### src/rtl/playback_scheduler.sv
// ---------------------------------------------------------------------------
// playback_scheduler
//
// Top-level playback sequencer for the frame-streaming path. It paces video
// frame advances off display vsync and manages two ping-pong video banks:
// the SPI data FSM fills bank wr_sel while the display reads bank rd_sel.
// A one-cycle fetch request is issued whenever the write bank is free.
// A watchdog faults playback if a fetch stays outstanding too long.
//
// States: IDLE -> PRIME (fill both banks) -> PLAY (paced advances) and
// FAULT (fetch timeout). stop returns to IDLE from anywhere.
//
// Optional build macro: LOOP_PLAYBACK_EN
//   defined   : the end-of-stream advance wraps frame_count to 0 and playback
//               continues in PLAY.
//   undefined : the end-of-stream advance point returns to IDLE instead.
//
// Ports:
//   CLK_40        in   system clock, 40 MHz
//   reset         in   synchronous, active-high
//   start         in   debounced button level (rising edge used)
//   stop          in   level, forces return to IDLE
//   vsync_pulse   in   one-cycle pulse per display frame
//   fetch_done    in   one-cycle pulse: outstanding fetch has completed
//   fetch_req     out  one-cycle pulse requesting a fetch into bank wr_sel
//   wr_sel        out  bank targeted by fetches
//   rd_sel        out  bank currently displayed
//   bank_valid    out  per-bank "holds an undisplayed or displaying frame"
//   frame_advance out  one-cycle pulse when rd_sel switches
//   underrun      out  one-cycle pulse: advance due but next bank not valid
//   frame_count   out  index of the displayed frame
//   playing       out  high in PLAY
//   fault         out  high in FAULT
// ---------------------------------------------------------------------------
module playback_scheduler #(
  parameter int FRAME_REPEAT   = 2,
  parameter int NUM_FRAMES     = 6572,
  parameter int FRAME_CNT_W    = 13,
  parameter int TIMEOUT_CYCLES = 2000000
) (
  input  logic                   CLK_40,
  input  logic                   reset,
  input  logic                   start,
  input  logic                   stop,
  input  logic                   vsync_pulse,
  input  logic                   fetch_done,
  output logic                   fetch_req,
  output logic                   wr_sel,
  output logic                   rd_sel,
  output logic [1:0]             bank_valid,
  output logic                   frame_advance,
  output logic                   underrun,
  output logic [FRAME_CNT_W-1:0] frame_count,
  output logic                   playing,
  output logic                   fault
);

  localparam int DIV_W  = (FRAME_REPEAT > 1) ? $clog2(FRAME_REPEAT) : 1;
  localparam int WDOG_W = (TIMEOUT_CYCLES > 1) ? $clog2(TIMEOUT_CYCLES) : 1;

  localparam logic [DIV_W-1:0]       DIV_LAST   = DIV_W'(FRAME_REPEAT - 1);
  localparam logic [WDOG_W-1:0]      WDOG_LAST  = WDOG_W'(TIMEOUT_CYCLES - 1);
  localparam logic [FRAME_CNT_W-1:0] FRAME_LAST = FRAME_CNT_W'(NUM_FRAMES - 1);

  typedef enum logic [1:0] {
    S_IDLE  = 2'd0,
    S_PRIME = 2'd1,
    S_PLAY  = 2'd2,
    S_FAULT = 2'd3
  } state_t;

  state_t                   r_state;
  logic                     r_start_d;
  logic [DIV_W-1:0]         r_div;
  logic [WDOG_W-1:0]        r_wdog;
  logic                     r_fetch_busy;
  logic [1:0]               r_bank_valid;
  logic                     r_wr_sel;
  logic                     r_rd_sel;
  logic [FRAME_CNT_W-1:0]   r_frame_count;
  logic                     r_fetch_req;
  logic                     r_frame_advance;
  logic                     r_underrun;
  logic                     r_playing;
  logic                     r_fault;

  logic                     w_start_rise;
  logic                     w_active;
  logic                     w_fetch_accept;
  logic                     w_fetch_issue;
  logic                     w_timeout;
  logic                     w_adv_point;
  logic                     w_next_ready;
  logic                     w_adv;
  logic                     w_eos;
  logic                     w_eos_stop;
  logic                     w_underrun;
  logic                     w_play_entry;
  logic                     w_go_idle;
  logic [1:0]               w_bv_next;

  // Decode of the current cycle's events from registered state and inputs.
  always_comb begin
    w_start_rise   = start & ~r_start_d;
    w_active       = (r_state == S_PRIME) || (r_state == S_PLAY);
    w_fetch_accept = w_active & r_fetch_busy & fetch_done;
    w_fetch_issue  = w_active & ~r_fetch_busy & ~r_bank_valid[r_wr_sel];
    w_timeout      = w_active & r_fetch_busy & (r_wdog == WDOG_LAST);
    // A timeout takes precedence over any advance/underrun in the same cycle.
    w_adv_point    = (r_state == S_PLAY) & vsync_pulse & (r_div == DIV_LAST) & ~w_timeout;
    // Decision uses pre-update bank_valid, so a fetch completing on the
    // advance-point cycle still produces an underrun.
    w_next_ready   = r_bank_valid[~r_rd_sel];
    w_adv          = w_adv_point & w_next_ready;
    w_underrun     = w_adv_point & ~w_next_ready;
    w_eos          = w_adv & (r_frame_count == FRAME_LAST);
`ifdef LOOP_PLAYBACK_EN
    w_eos_stop     = 1'b0;
`else
    w_eos_stop     = w_eos;
`endif
    w_play_entry   = (r_state == S_PRIME) & vsync_pulse & (r_bank_valid == 2'b11) & ~w_timeout;
    w_go_idle      = stop | ((r_state == S_FAULT) & w_start_rise) | w_eos_stop;

    // Fill and release touch different banks while playing (wr_sel != rd_sel
    // whenever a fetch is outstanding).
    w_bv_next = r_bank_valid;
    if (w_fetch_accept) w_bv_next[r_wr_sel] = 1'b1;
    if (w_adv)          w_bv_next[r_rd_sel] = 1'b0;
  end

  always_ff @(posedge CLK_40) begin
    r_fetch_req     <= 1'b0;
    r_frame_advance <= 1'b0;
    r_underrun      <= 1'b0;
    if (reset) begin
      r_start_d     <= 1'b0;
      r_state       <= S_IDLE;
      r_div         <= '0;
      r_wdog        <= '0;
      r_fetch_busy  <= 1'b0;
      r_bank_valid  <= 2'b00;
      r_wr_sel      <= 1'b0;
      r_rd_sel      <= 1'b0;
      r_frame_count <= '0;
      r_playing     <= 1'b0;
      r_fault       <= 1'b0;
    end else begin
      r_start_d <= start;
      if (w_go_idle) begin
        // IDLE entry abandons any outstanding fetch and empties both banks.
        r_state       <= S_IDLE;
        r_div         <= '0;
        r_wdog        <= '0;
        r_fetch_busy  <= 1'b0;
        r_bank_valid  <= 2'b00;
        r_wr_sel      <= 1'b0;
        r_rd_sel      <= 1'b0;
        r_frame_count <= '0;
        r_playing     <= 1'b0;
        r_fault       <= 1'b0;
      end else begin
        case (r_state)
          S_IDLE: begin
            if (w_start_rise) r_state <= S_PRIME;
          end
          S_FAULT: begin
            // Frozen: fetch_busy and bank_valid keep their values until
            // the operator restarts.
          end
          default: begin
            if (w_timeout) begin
              r_state   <= S_FAULT;
              r_fault   <= 1'b1;
              r_playing <= 1'b0;
              r_wdog    <= '0;
            end else begin
              r_bank_valid <= w_bv_next;

              // Fetch engine: complete, or issue a new request one cycle
              // after the bank flip at the earliest.
              if (w_fetch_accept) begin
                r_wr_sel     <= ~r_wr_sel;
                r_fetch_busy <= 1'b0;
              end else if (w_fetch_issue) begin
                r_fetch_req  <= 1'b1;
                r_fetch_busy <= 1'b1;
              end

              if (r_fetch_busy && !w_fetch_accept) r_wdog <= r_wdog + 1'b1;
              else                                 r_wdog <= '0;

              if (w_play_entry) begin
                r_state       <= S_PLAY;
                r_playing     <= 1'b1;
                r_div         <= '0;
                r_rd_sel      <= 1'b0;
                r_frame_count <= '0;
              end

              if ((r_state == S_PLAY) && vsync_pulse) begin
                if (r_div == DIV_LAST) r_div <= '0;
                else                   r_div <= r_div + 1'b1;
              end

              if (w_adv) begin
                r_rd_sel        <= ~r_rd_sel;
                r_frame_advance <= 1'b1;
                if (w_eos) r_frame_count <= '0;
                else       r_frame_count <= r_frame_count + 1'b1;
              end

              if (w_underrun) r_underrun <= 1'b1;
            end
          end
        endcase
      end
    end
  end

  assign fetch_req     = r_fetch_req;
  assign wr_sel        = r_wr_sel;
  assign rd_sel        = r_rd_sel;
  assign bank_valid    = r_bank_valid;
  assign frame_advance = r_frame_advance;
  assign underrun      = r_underrun;
  assign frame_count   = r_frame_count;
  assign playing       = r_playing;
  assign fault         = r_fault;

endmodule

### config.mk
export PLATFORM = sky130hd
export DESIGN_NAME = playback_scheduler
export DESIGN_NICKNAME = d
export VERILOG_FILES = /design/src/rtl/playback_scheduler.sv
export SDC_FILE = /design/constraint.sdc
export NUM_CORES = 1
export LEC_CHECK = 0
export CAP_MARGIN = 20
export CELL_PAD_IN_SITES_DETAIL_PLACEMENT = 1
export CELL_PAD_IN_SITES_GLOBAL_PLACEMENT = 2
export CORE_ASPECT_RATIO = 1.5
export CORE_UTILIZATION = 35
export DETAILED_ROUTE_END_ITERATION = 10
export GPL_ROUTABILITY_DRIVEN = 0
export MAX_ROUTING_LAYER = met4
export PLACE_DENSITY_LB_ADDON = 0.1
export SLEW_MARGIN = 10
export SYNTH_ARGS = -nofsm -noshare
export SYNTH_HDL_FRONTEND = slang
export SYNTH_SLANG_ARGS = --single-unit
### constraint.sdc
create_clock -name CLK_40 -period 3 [get_ports CLK_40]
set_input_delay 0.6 -clock CLK_40 [delete_from_list [all_inputs] [get_ports CLK_40]]
set_output_delay 0.6 -clock CLK_40 [all_outputs]
set_load 0.02 [all_outputs]
==> results of run 1 <==
==> layout make-up <==
| cell class | instances | area share (%) |
|---|---|---|
| sequential | 48 | 29.6 |
| clock buffer | 5 | 2.12 |
| inverter | 10 | 1.16 |
| multi-input combinational | 232 | 49.7 |
| tap | 100 | 3.86 |
| timing repair buffer | 42 | 12.2 |
| clock inverter | 3 | 1.31 |
==> per-stage QoR <==
step           cells  utilization, %  hold slack, ps  instance area, um^2
2_1_floorplan    309               -             447                 2700
3_3_place_gp     432            42.8             451                 3130
3_5_place_dp     432            42.8             477                 3130
4_1_cts          440            44.3             492                 3240
5_1_grt          440            44.3             527                 3240
6_report         440            44.3             493                 3240
==> kinds of logic (layout without fill, tap and decap cells) <==
logic type	count (synthesis)	after routing	share of synthesized area, %
muxes	4	4	1.53
adders and majority gates	6	6	2.79
DFF	48	48	35.7
AOI/OAI and AO/OA	86	86	25.8
and+or+nand+nor	134	134	28.4
buffers and inverters	29	60	5.20
xor gates and xnor gates	2	2	0.650
==> state kept, by name, summed over array words and instances (netlist names) <==
| register | cells |
|---|---|
| rd_sel | 1 |
| r_state | 2 |
| bank_valid | 2 |
| frame_advance | 1 |
| fault | 1 |
| fetch_req | 1 |
| underrun | 1 |
| r_start_d | 1 |
| r_wdog | 21 |
| wr_sel | 1 |
| r_fetch_busy | 1 |
| frame_count | 13 |
| r_div | 1 |
| playing | 1 |
==> power by group <==
group	total [W]	leakage [nW]	switching (W)	internal, W
combinational	0.0000536	0.504	0.0000351	0.0000185
sequential	0.000641	0.387	0.00000173	0.000639
clock	0.000481	0.0541	0.000234	0.000247
total	0.00117	0.945	0.000270	0.000904
==> worst max path at each step <==
| stage | to | depth (start not counted) | slack (ps) | startpoint |
|---|---|---|---|---|
| final | frame_count[8] | 8 | 540 | r_state[1] |
| after floorplan | frame_count[9] | 7 | 770 | r_state[0] |
| after CTS | r_wdog[13] | 8 | 490 | r_state[0] |
| after global placement | frame_count[10] | 6 | 360 | vsync_pulse |
| after detailed placement | frame_count[8] | 6 | 300 | vsync_pulse |
| after global routing | r_wdog[13] | 8 | 310 | r_state[0] |
==> cell usage after synthesis (all sizes together) (2+ instances only) <==
cell type / number
o31ai: 4
or4b: 2
clkbuf: 5
and3: 8
dfxtp: 48
nand2b: 6
nand3: 19
xnor2: 2
a32oi: 4
and4: 2
a311oi: 19
mux2i: 3
buf: 14
nor4: 5
a41oi: 7
a31oi: 4
a21oi: 30
or4: 4
nor2: 20
o21ai: 7
or3: 2
nor3: 10
ha: 6
nand4: 14
a211oi: 3
and2: 4
inv: 9
nand2: 28
nand4b: 3
==> layout by cell type (no fill, tap or decap), drive strengths merged, types with 2 or more instances in the layout <==
cell type      instances
a211oi                 3
a21oi                 30
a311oi                19
a31oi                  4
a32oi                  4
a41oi                  7
and2                   4
and3                   8
and4                   2
buf                   15
clkbuf                 5
clkdlybuf4s50         27
clkinv                 2
dfxtp                 48
ha                     6
inv                    9
mux2i                  3
nand2                 28
nand2b                 6
nand3                 19
nand4                 14
nand4b                 3
nor2                  20
nor3                  10
nor4                   5
o21ai                  7
o31ai                  4
or3                    2
or4                    4
or4b                   2
xnor2                  2
==> routing by layer <==
metal	routed length (um)	GRT usage (%)
met1	3250	23.2
met2	4030	37.5
met3	159	3.02
met4	70	4.95
met5	0	-
==> worst max-delay path, stage by stage (launching register included) <==
cell,delay (ps)
dfxtp_1,390
inv_1,110
ha_1,340
nand2_1,150
nor4_4,480
and2_1,290
buf_4,190
o21ai_1,210
a21oi_1,210
==> impl_results.md, run 1 <==
- RSZ-0062 raised after global routing: no
- Syn_nets: 321
- Distinct cell type count after synthesis: 57
- Number of synthesized flops with an enable pin: 0
- Synth-to-Final Area Change: 20.4%
- Wire per inst: 17.1 um
- Largest net degree at the start of global routing: 29
- Hpwl dp: between 5 and 6 mm
- Slew @ Worst Pin: 681 ps
- Worst slew margin relative to its limit: 54.3%
- Final setup TNS: 0 ps
- Hold depth: 2
- Worst R2R Start: r_state[1]
- Drt first-iter violations: approximately 110
- Vias in the first global route: between 2,000 and 3,000
- Syn Inst Count: about 310
- Ant. Diodes: 0
- Synth area leader: dfxtp_1
- CTS tree: yes
- FF/Latch Area: roughly 960 um^2
- Worst slack at placement: ~300 ps
- Final Skew: 10.9 ps
- CTS buffer count: 5
- Worst setup margin: 543 ps
- Die Y-Extent: 109 um
- # resized after CTS: 0
- # rows: 38
- Hold WC Path Type: flip-flop to flip-flop
- Period minus WS final: 2460 ps
- Die width: 73.7 um
- Max Root-Sink Buffers: 2
- Vias per inst: between 5 and 6
- Multi-input gate area: 0.00161 mm^2
- Post-DRT Antenna Nets: 0
- Clk root buf: clkbuf_8
- Worst-path clk slew: 100 ps
- Status: completed
- Worst vdd ir: 0.223 mV
- Post-CTS Setup Inserts: 0
- Total die area: just over 0.008 mm^2
- GRT Total Usage: 20.6%
- Remaining DRCs: 0
- Grt ovf: 0
- FF-to-FF End: frame_count[8]
- Clock sink count: 48
- CP Launch Type: flip-flop
- Cells on worst reg2reg path: 8
- Sequential-to-total area share from yosys stat: 35.7%
- Max_cap viols: 0
- Power per cell area: 362 mW/mm^2
- Via count: 2,531
- Leakage: 0.945 nW
- Hold Fails Final Rpt: 0
- Initial Utilization: between 30 and 40%
- Reg-to-reg slack, setup: between 500 and 600 ps
- DRT Wirelength: 7.50 mm
- WS Path Type: flip-flop to flip-flop
- Endpoint type of the worst setup path: flip-flop
- Mapped cell area: between 0.002 and 0.003 mm^2
- Total power: 0.00117 W
- WHS Endpoint: r_div
- Synth top area cells: dfxtp_1 (36%), a311oi_2 (7.8%), a21oi_1 (5.6%)
- Req. time, crit path: between 3000 and 4000 ps
- Asr flop ratio synth: 0%
- Fin nets: 351
- Hold Buf Count CTS: 0
- Synthesis Warnings: 0
- Fin. max-slew vios: 0
- HP Start: r_div
- Initial antenna violation count: 0
- Number of port buffers: 27
- Avg Cell Area, Syn: roughly 8.7 um^2
- Part of the cycle the worst path needs: 81.9%
- Share of layout cells above drive strength 1: ~15%
- Fmax: 407 MHz
- Main flop type after synthesis: dfxtp_1
- I/O pin count: 28
- WP data arrival: 2680 ps
- Fill cells: ~900
- Max FO, Critical Path: 8
- Seq cells post-synth: between 40 and 50
- H-tree depth: 2
- DR pass1 iterations: 4
- Setup violators final: 0
- First-pass GRT wire length: 12.4 mm
- Top-area cell type share of the netlist area: 35.7%
- Core ar.: 0.00732 mm^2
- Skew-Pair Late Insertion Delay: 310 ps
No activity file was read; power rests on OpenSTA's default activity.
==> run 2: changes to the inputs <==
Settings changed: CORE_UTILIZATION 35 to 31.
Clock period 3 ns to 2 ns, I/O delays scaled along.
==> run 2 against run 1 <==
Effect of this change:
- combinational power grew to 2.8 times the previous value
- cell area up 33%
- register-to-register slack worse by 560 ps
- cell count rose by 19%
- sequential power is 50% higher
- sequential share of layout area fell by 7.1 points
- worst setup slack got worse by 560 ps
- the flow now finishes with violations (negative setup slack)
==> impl_results.md, run 2 (synthesized netlist as in run 1, its figures left out) <==
- Status: finished with violations (was completed)
- Failing checks: negative setup slack
- Hold Buf Count CTS: 0 (unchanged)
- Via count: 2,873 (was 2,531)
- Critical Path, Cell by Cell: or4bb_1 > nor3_2 > buf_4 > nand3_4 > o21ai_4 > buf_6 > buf_6 > clkbuf_16 > nor3b_2 (was inv_1 > ha_1 > nand2_1 > nor4_4 > and2_1 > buf_4 > o21ai_1 > a21oi_1)
- Fin. max-slew vios: 0 (unchanged)
- Largest net degree at the start of global routing: 16 (was 29)
- Clk root buf: clkbuf_16 (was clkbuf_8)
- CP max stage cell: or4bb_1 (was nor4_4)
- Hold Fails Final Rpt: 0 (unchanged)
- Cells on worst reg2reg path: 9 (was 8)
- Power per cell area: 485 mW/mm^2 (was 362 mW/mm^2)
- Reg with most FFs: r_wdog (unchanged)
- Clock sink count: 48 (unchanged)
- WS Path Type: flip-flop to flip-flop (unchanged)
- Period minus WS final: 2010 ps (was 2460 ps)
- Final Skew: 6.83 ps (was 10.9 ps)
- CTS tree: yes (unchanged)
- Worst vdd ir: 0.285 mV (was 0.223 mV)
- Fin nets: 426 (was 351)
- Reg-to-reg slack, setup: -10 ps (was 540 ps)
- Most frequent cells in the layout: buf_4 (71), dfxtp_1 (40), clkdlybuf4s50_1 (26) (was dfxtp_1 (48), a21oi_1 (30), nand2_1 (28))
- CTS buffer count: 5 (unchanged)
- Endpoint type of the worst setup path: flip-flop (unchanged)
- Grt ovf: 0 (unchanged)
- Skew-Pair Late Insertion Delay: 300 ps (was 310 ps)
- Max FO, Critical Path: 6 (was 8)
- Max Root-Sink Buffers: 2 (unchanged)
- Worst-path clk slew: 70 ps (was 100 ps)
- Hold WC Path Type: flip-flop to flip-flop (unchanged)
- Wire per inst: 17.8 um (was 17.1 um)
- Ant. Diodes: 0 (unchanged)
- Vias per inst: 5.50 (was 5.75)
- WHS Endpoint: fault (was r_div)
- I/O pin count: 28 (unchanged)
- Clock power frac: 47.0% (was 40.9%)
- Synth-to-Final Area Change: 60.1% (was 20.4%)
- Total power: 0.00209 W (was 0.00117 W)
- Initial antenna violation count: 0 (unchanged)
- Commonest non-fill, non-tap cell in the layout: buf_4 (was dfxtp_1)
- Setup violators final: 2 (was 0)
- Share of layout cells above drive strength 1: 44.8% (was 15.3%)
- Die Y-Extent: 116 um (was 109 um)
- RSZ-0062 raised after global routing: yes (was no)
- Post-DRT Antenna Nets: 0 (unchanged)
- Core ar.: 0.00841 mm^2 (was 0.00732 mm^2)
- DR pass1 iterations: 4 (unchanged)
- Drt first-iter violations: 68 (was 111)
- Req. time, crit path: 2180 ps (was 3230 ps)
- FF-to-FF End: bank_valid[0] (was frame_count[8])
- Power share of the combinational group: 7.1% (was 4.6%)
- Number of port buffers: 27 (unchanged)
- Fill cells: 991 (was 899)
- Die width: 78.1 um (was 73.7 um)
- Sw frac: 22.7% (was 23.0%)
- Total die area: 0.00908 mm^2 (was 0.00806 mm^2)
- Psw: 0.000474 W (was 0.000270 W)
- Worst R2R Start: frame_count[2] (was r_state[1])
- Internal power: 0.00162 W (was 0.000904 W)
- Initial Utilization: 32.0% (was 36.8%)
- First-pass GRT wire length: 15.0 mm (was 12.4 mm)
- H-tree depth: 2 (unchanged)
- Part of the cycle the worst path needs: 101% (was 81.9%)
- DRT Wirelength: 9.28 mm (was 7.50 mm)
- HP Start: fault (was r_div)
- Largest register FFs: 21 (unchanged)
- CP peak stage delay: 520 ps (was 480 ps)
- Hold depth: 2 (unchanged)
- Worst setup margin: -13.7 ps (was 543 ps)
- CP dominant cell by count: buf_6
- CP Launch Type: flip-flop (unchanged)
- Worst slew margin relative to its limit: 74.4% (was 54.3%)
- Slew @ Worst Pin: 384 ps (was 681 ps)
- Vias in the first global route: 2,952 (was 2,504)
- Remaining DRCs: 0 (unchanged)
- # rows: 41 (was 38)
- Sequential share of power: 45.9% (was 54.5%)
- Max_cap viols: 0 (unchanged)
- Hpwl dp: 6.36 mm (was 5.40 mm)
- Fmax: 497 MHz (was 407 MHz)
- Util after Layout: 51.3% (was 44.3%)
- Leakage: 1.47 nW (was 0.945 nW)
- GRT Total Usage: 22.2% (was 20.6%)
- WP data arrival: 2200 ps (was 2680 ps)
==> run 2: cell count changes in the layout (fill, tap and decap cells not counted), sizes merged <==
cell           delta
buf              +74
clkbuf            +1
clkdlybuf4s50     -1
dlygate4sd2       +1
==> run 2: how the worst max path moves through the flow <==
stage | to | slack [ps] | start
after floorplan | r_wdog[13] | -90 | r_wdog[8]
after CTS | r_state[1] | 2 | frame_count[10]
after global routing | bank_valid[0] | -130 | r_wdog[8]
after detailed placement | frame_count[7] | -400 | vsync_pulse
after global placement | frame_count[10] | -320 | vsync_pulse
final | bank_valid[0] | -10 | frame_count[2]
==> run 2: stage by stage <==
stage                     std cells  instance area (um^2)  hold slack, ps  TNS, ps  setup WS [ps]
after floorplan                 309                  2770             447    -2510          -94.9
after global placement          501                  3670             469    -5310           -319
after detailed placement        501                  3670             481    -7240           -403
after CTS                       521                  4140             498        0           2.24
after global routing            522                  4310             515    -1110           -125
final                           522                  4310             481    -24.9          -13.7
==> run 2: critical path: cells and delay by family, from the launching register on <==
| kind | cells | cell delay (ps) |
|---|---|---|
| and+or+nand+nor | 4 | 810 |
| buffers and inverters | 4 | 560 |
| AOI/OAI and AO/OA | 1 | 200 |
| DFF | 1 | 320 |
==> run 2: layout make-up <==
type                       instances  area, um^2  share of cell area [%]
multi-input combinational        232        1910                    44.2
timing repair buffer             117        1100                    25.5
sequential                        48         971                    22.5
tap                              107         134                    3.10
clock buffer                       5         125                    2.90
clock inverter                     3        42.5                   0.986
inverter                          10        37.5                   0.870
==> run 2: repair_timing <==
action	CTS	global route
cloned	3	1
pin swaps	9	22
gates resized for setup	39	48
setup buffers	10	4
hold endpoints to repair	0	0
endpoints found under the setup margin	47	43
==> run 2: layer usage <==
metal | part of all wire (%) | track usage, %
met3 | 1.6 | 2.89
met1 | 40 | 23.1
met4 | 3.0 | 11.2
met5 | 0 | -
met2 | 55 | 40.8
==> run 2: power groups by stage <==
stage | clock (W) | combinational, W | sequential, W
final | 0.000984 | 0.000148 | 0.000961
after global routing | 0.00105 | 0.000158 | 0.000961
after CTS | 0.00101 | 0.000145 | 0.000960
after detailed placement | 0 | 0.0000994 | 0.000982
after global placement | 0 | 0.0000990 | 0.000982
after floorplan | 0 | 0.0000517 | 0.000983
==> run 3: changes to the inputs <==
Settings changed: GPL_TIMING_DRIVEN set to 0.
==> run 3 against run 2 <==
Effect of this change:
- the run still ends with negative setup slack left
- cell area fell by 0.55%
- core utilization is 0.28 points lower
- sequential share of layout area increased by 0.45 points
- highest routed layer unchanged
==> impl_results.md, run 3 (synthesized netlist as in run 1, its figures left out) <==
- Status: finished with violations (unchanged)
- Failing checks: negative setup slack (unchanged)
- Commonest non-fill, non-tap cell in the layout: dfxtp_1 (was buf_4)
- Clock sink count: 48 (unchanged)
- First-pass GRT wire length: 15.5 mm (was 15.0 mm)
- Most frequent cells in the layout: dfxtp_1 (33), buf_4 (30), clkdlybuf4s50_1 (26) (was buf_4 (71), dfxtp_1 (40), clkdlybuf4s50_1 (26))
- CP dominant cell by count: buf_6 (unchanged)
- Hpwl dp: 6.11 mm (was 6.36 mm)
- Max_cap viols: 0 (unchanged)
- DR pass1 iterations: 4 (unchanged)
- Power share of the combinational group: 8.2% (was 7.1%)
- Max FO, Critical Path: 7 (was 6)
- Core ar.: 0.00841 mm^2 (unchanged)
- Fill cells: 932 (was 991)
- Hold Fails Final Rpt: 0 (unchanged)
- Wire per inst: 19.8 um (was 17.8 um)
- Final Skew: 4.86 ps (was 6.83 ps)
- Fmax: 472 MHz (was 497 MHz)
- CTS tree: yes (unchanged)
- Initial antenna violation count: 0 (unchanged)
- Largest net degree at the start of global routing: 14 (was 16)
- Skew-Pair Late Insertion Delay: 300 ps (about the same)
- CP max stage cell: or4_4 (was or4bb_1)
- WP data arrival: 2350 ps (was 2200 ps)
- Share of layout cells above drive strength 1: 46.0% (was 44.8%)
- Via count: 2,772 (was 2,873)
- Req. time, crit path: 2230 ps (was 2180 ps)
- Post-DRT Antenna Nets: 0 (unchanged)
- Worst slack at placement: -639 ps (was -403 ps)
- Initial Utilization: 32.0% (unchanged)
- CP peak stage delay: 490 ps (was 520 ps)
- Fin. max-slew vios: 0 (unchanged)
- Post-route cell area: 0.00429 mm^2 (was 0.00431 mm^2)
- Internal power: 0.00153 W (was 0.00162 W)
- Worst-path clk slew: 70 ps (about the same)
- Vias in the first global route: 2,879 (was 2,952)
- Die Y-Extent: 116 um (unchanged)
- Period minus WS final: 2120 ps (was 2010 ps)
- Reg with most FFs: r_wdog (unchanged)
- WS Path Type: flip-flop to flip-flop (unchanged)
- CP Launch Type: flip-flop (unchanged)
- Sw frac: 23.4% (was 22.7%)
- Setup violators final: 40 (was 2)
- Psw: 0.000468 W (was 0.000474 W)
- Part of the cycle the worst path needs: 106% (was 101%)
- Sequential share of power: 47.9% (was 45.9%)
- Power per cell area: 467 mW/mm^2 (was 485 mW/mm^2)
- Hold WC Path Type: flip-flop to flip-flop (unchanged)
- Final Non-Filler Cells: 492 (was 522)
- H-tree depth: 2 (unchanged)
- Number of port buffers: 27 (unchanged)
- Worst slew margin relative to its limit: 64.9% (was 74.4%)
- Vias per inst: 5.63 (was 5.50)
- Critical Path, Cell by Cell: inv_4 > ha_4 > nand2_4 > nor4_4 > buf_6 > buf_6 > a211o_4 > or4_4 > a21oi_2 (was or4bb_1 > nor3_2 > buf_4 > nand3_4 > o21ai_4 > buf_6 > buf_6 > clkbuf_16 > nor3b_2)
- Dpl cells: 443 (was 501)
- Clock power frac: 43.9% (was 47.0%)
- Drt first-iter violations: 68 (unchanged)
- Max Root-Sink Buffers: 2 (unchanged)
- Fin nets: 396 (was 426)
- Endpoint type of the worst setup path: flip-flop (unchanged)
- Total die area: 0.00908 mm^2 (unchanged)
- Slew @ Worst Pin: 522 ps (was 384 ps)
- I/O pin count: 28 (unchanged)
- Synth-to-Final Area Change: 59.2% (was 60.1%)
- Die width: 78.1 um (unchanged)
- Util after Layout: 51.0% (was 51.3%)
- Worst setup margin: -120 ps (was -13.7 ps)
- Largest register FFs: 21 (unchanged)
- CTS buffer count: 5 (unchanged)
- Post-DP Area: 0.00317 mm^2 (was 0.00367 mm^2)
- Remaining DRCs: 0 (unchanged)
- Worst vdd ir: 0.415 mV (was 0.285 mV)
- Hold Buf Count CTS: 0 (unchanged)
- Clk root buf: clkbuf_16 (unchanged)
- Ant. Diodes: 0 (unchanged)
- Grt ovf: 0 (unchanged)
- GRT Total Usage: 22.8% (was 22.2%)
- # rows: 41 (unchanged)
- DRT Wirelength: 9.72 mm (was 9.28 mm)
- Leakage: 1.37 nW (was 1.47 nW)
- RSZ-0062 raised after global routing: yes (unchanged)
-- run 3: changes by cell type in the layout (fill, tap and decap cells not counted), sizes merged --
cell      before  now
buf           89   57
clkinv         2    0
inv            9   10
clkinvlp       1    0
clkbuf         6   11
bufinv         1    0
-- run 3: area by class of cell --
| type | instances | area [um^2] | area share [%] |
|---|---|---|---|
| multi-input cells | 232 | 2070 | 48.1 |
| inverters | 10 | 42.5 | 0.992 |
| clock buffers | 8 | 146 | 3.41 |
| well taps | 107 | 134 | 3.12 |
| plain buffers | 15 | 173 | 4.02 |
| repair buffers | 72 | 744 | 17.4 |
| flip-flops and latches | 48 | 985 | 23.0 |
-- run 3: what timing repair did --
item / in CTS / in global routing
gates resized for setup: 95 / 60
setup buffers: 28 / 15
setup endpoints to repair: 47 / 47
endpoints found under the hold margin: 0 / 0
pin swaps: 33 / 27
gates cloned: 5 / 0
-- run 3: worst paths after layout --
check | startpoint | end | slack, ps | cells past startpoint
max | r_state[0] | frame_count[10] | -120 | 9
max reg2reg | r_state[0] | frame_count[10] | -120 | 9
min | r_div | r_div | 490 | 2
min reg2reg | r_div | r_div | 490 | 2
-- run 3: worst max-delay path, delay by kind of cell, from the launching register on --
kind,cells,cell delay (ps)
compound gates,2,490
fa+ha+maj,1,260
buf+inv,3,300
flops,1,370
simple gates,3,630
-- run 3: power by group through the flow --
stage | clock (W) | combinational, W | sequential, W
2_1_floorplan | 0 | 0.0000517 | 0.000983
4_1_cts | 0.000901 | 0.000158 | 0.000960
6_report | 0.000878 | 0.000164 | 0.000960
3_5_place_dp | 0 | 0.0000871 | 0.000983
3_3_place_gp | 0 | 0.0000860 | 0.000983
5_1_grt | 0.000940 | 0.000174 | 0.000960
-- run 3: stage by stage --
stage	setup TNS, ps	total power [W]	hold WS [ps]
2_1_floorplan	-2510	0.00103	447
3_3_place_gp	-21010	0.00107	451
3_5_place_dp	-21160	0.00107	470
4_1_cts	-6690	0.00202	485
5_1_grt	-5790	0.00207	504
6_report	-2310	0.00200	485
-- run 3: metal layers --
metal,track usage [%],up-vias,wire (um)
li1,-,1342,-
met1,23.6,1378,3830
met2,43.1,39,5510
met3,2.73,13,174
met4,9.51,0,209
met5,-,-,0
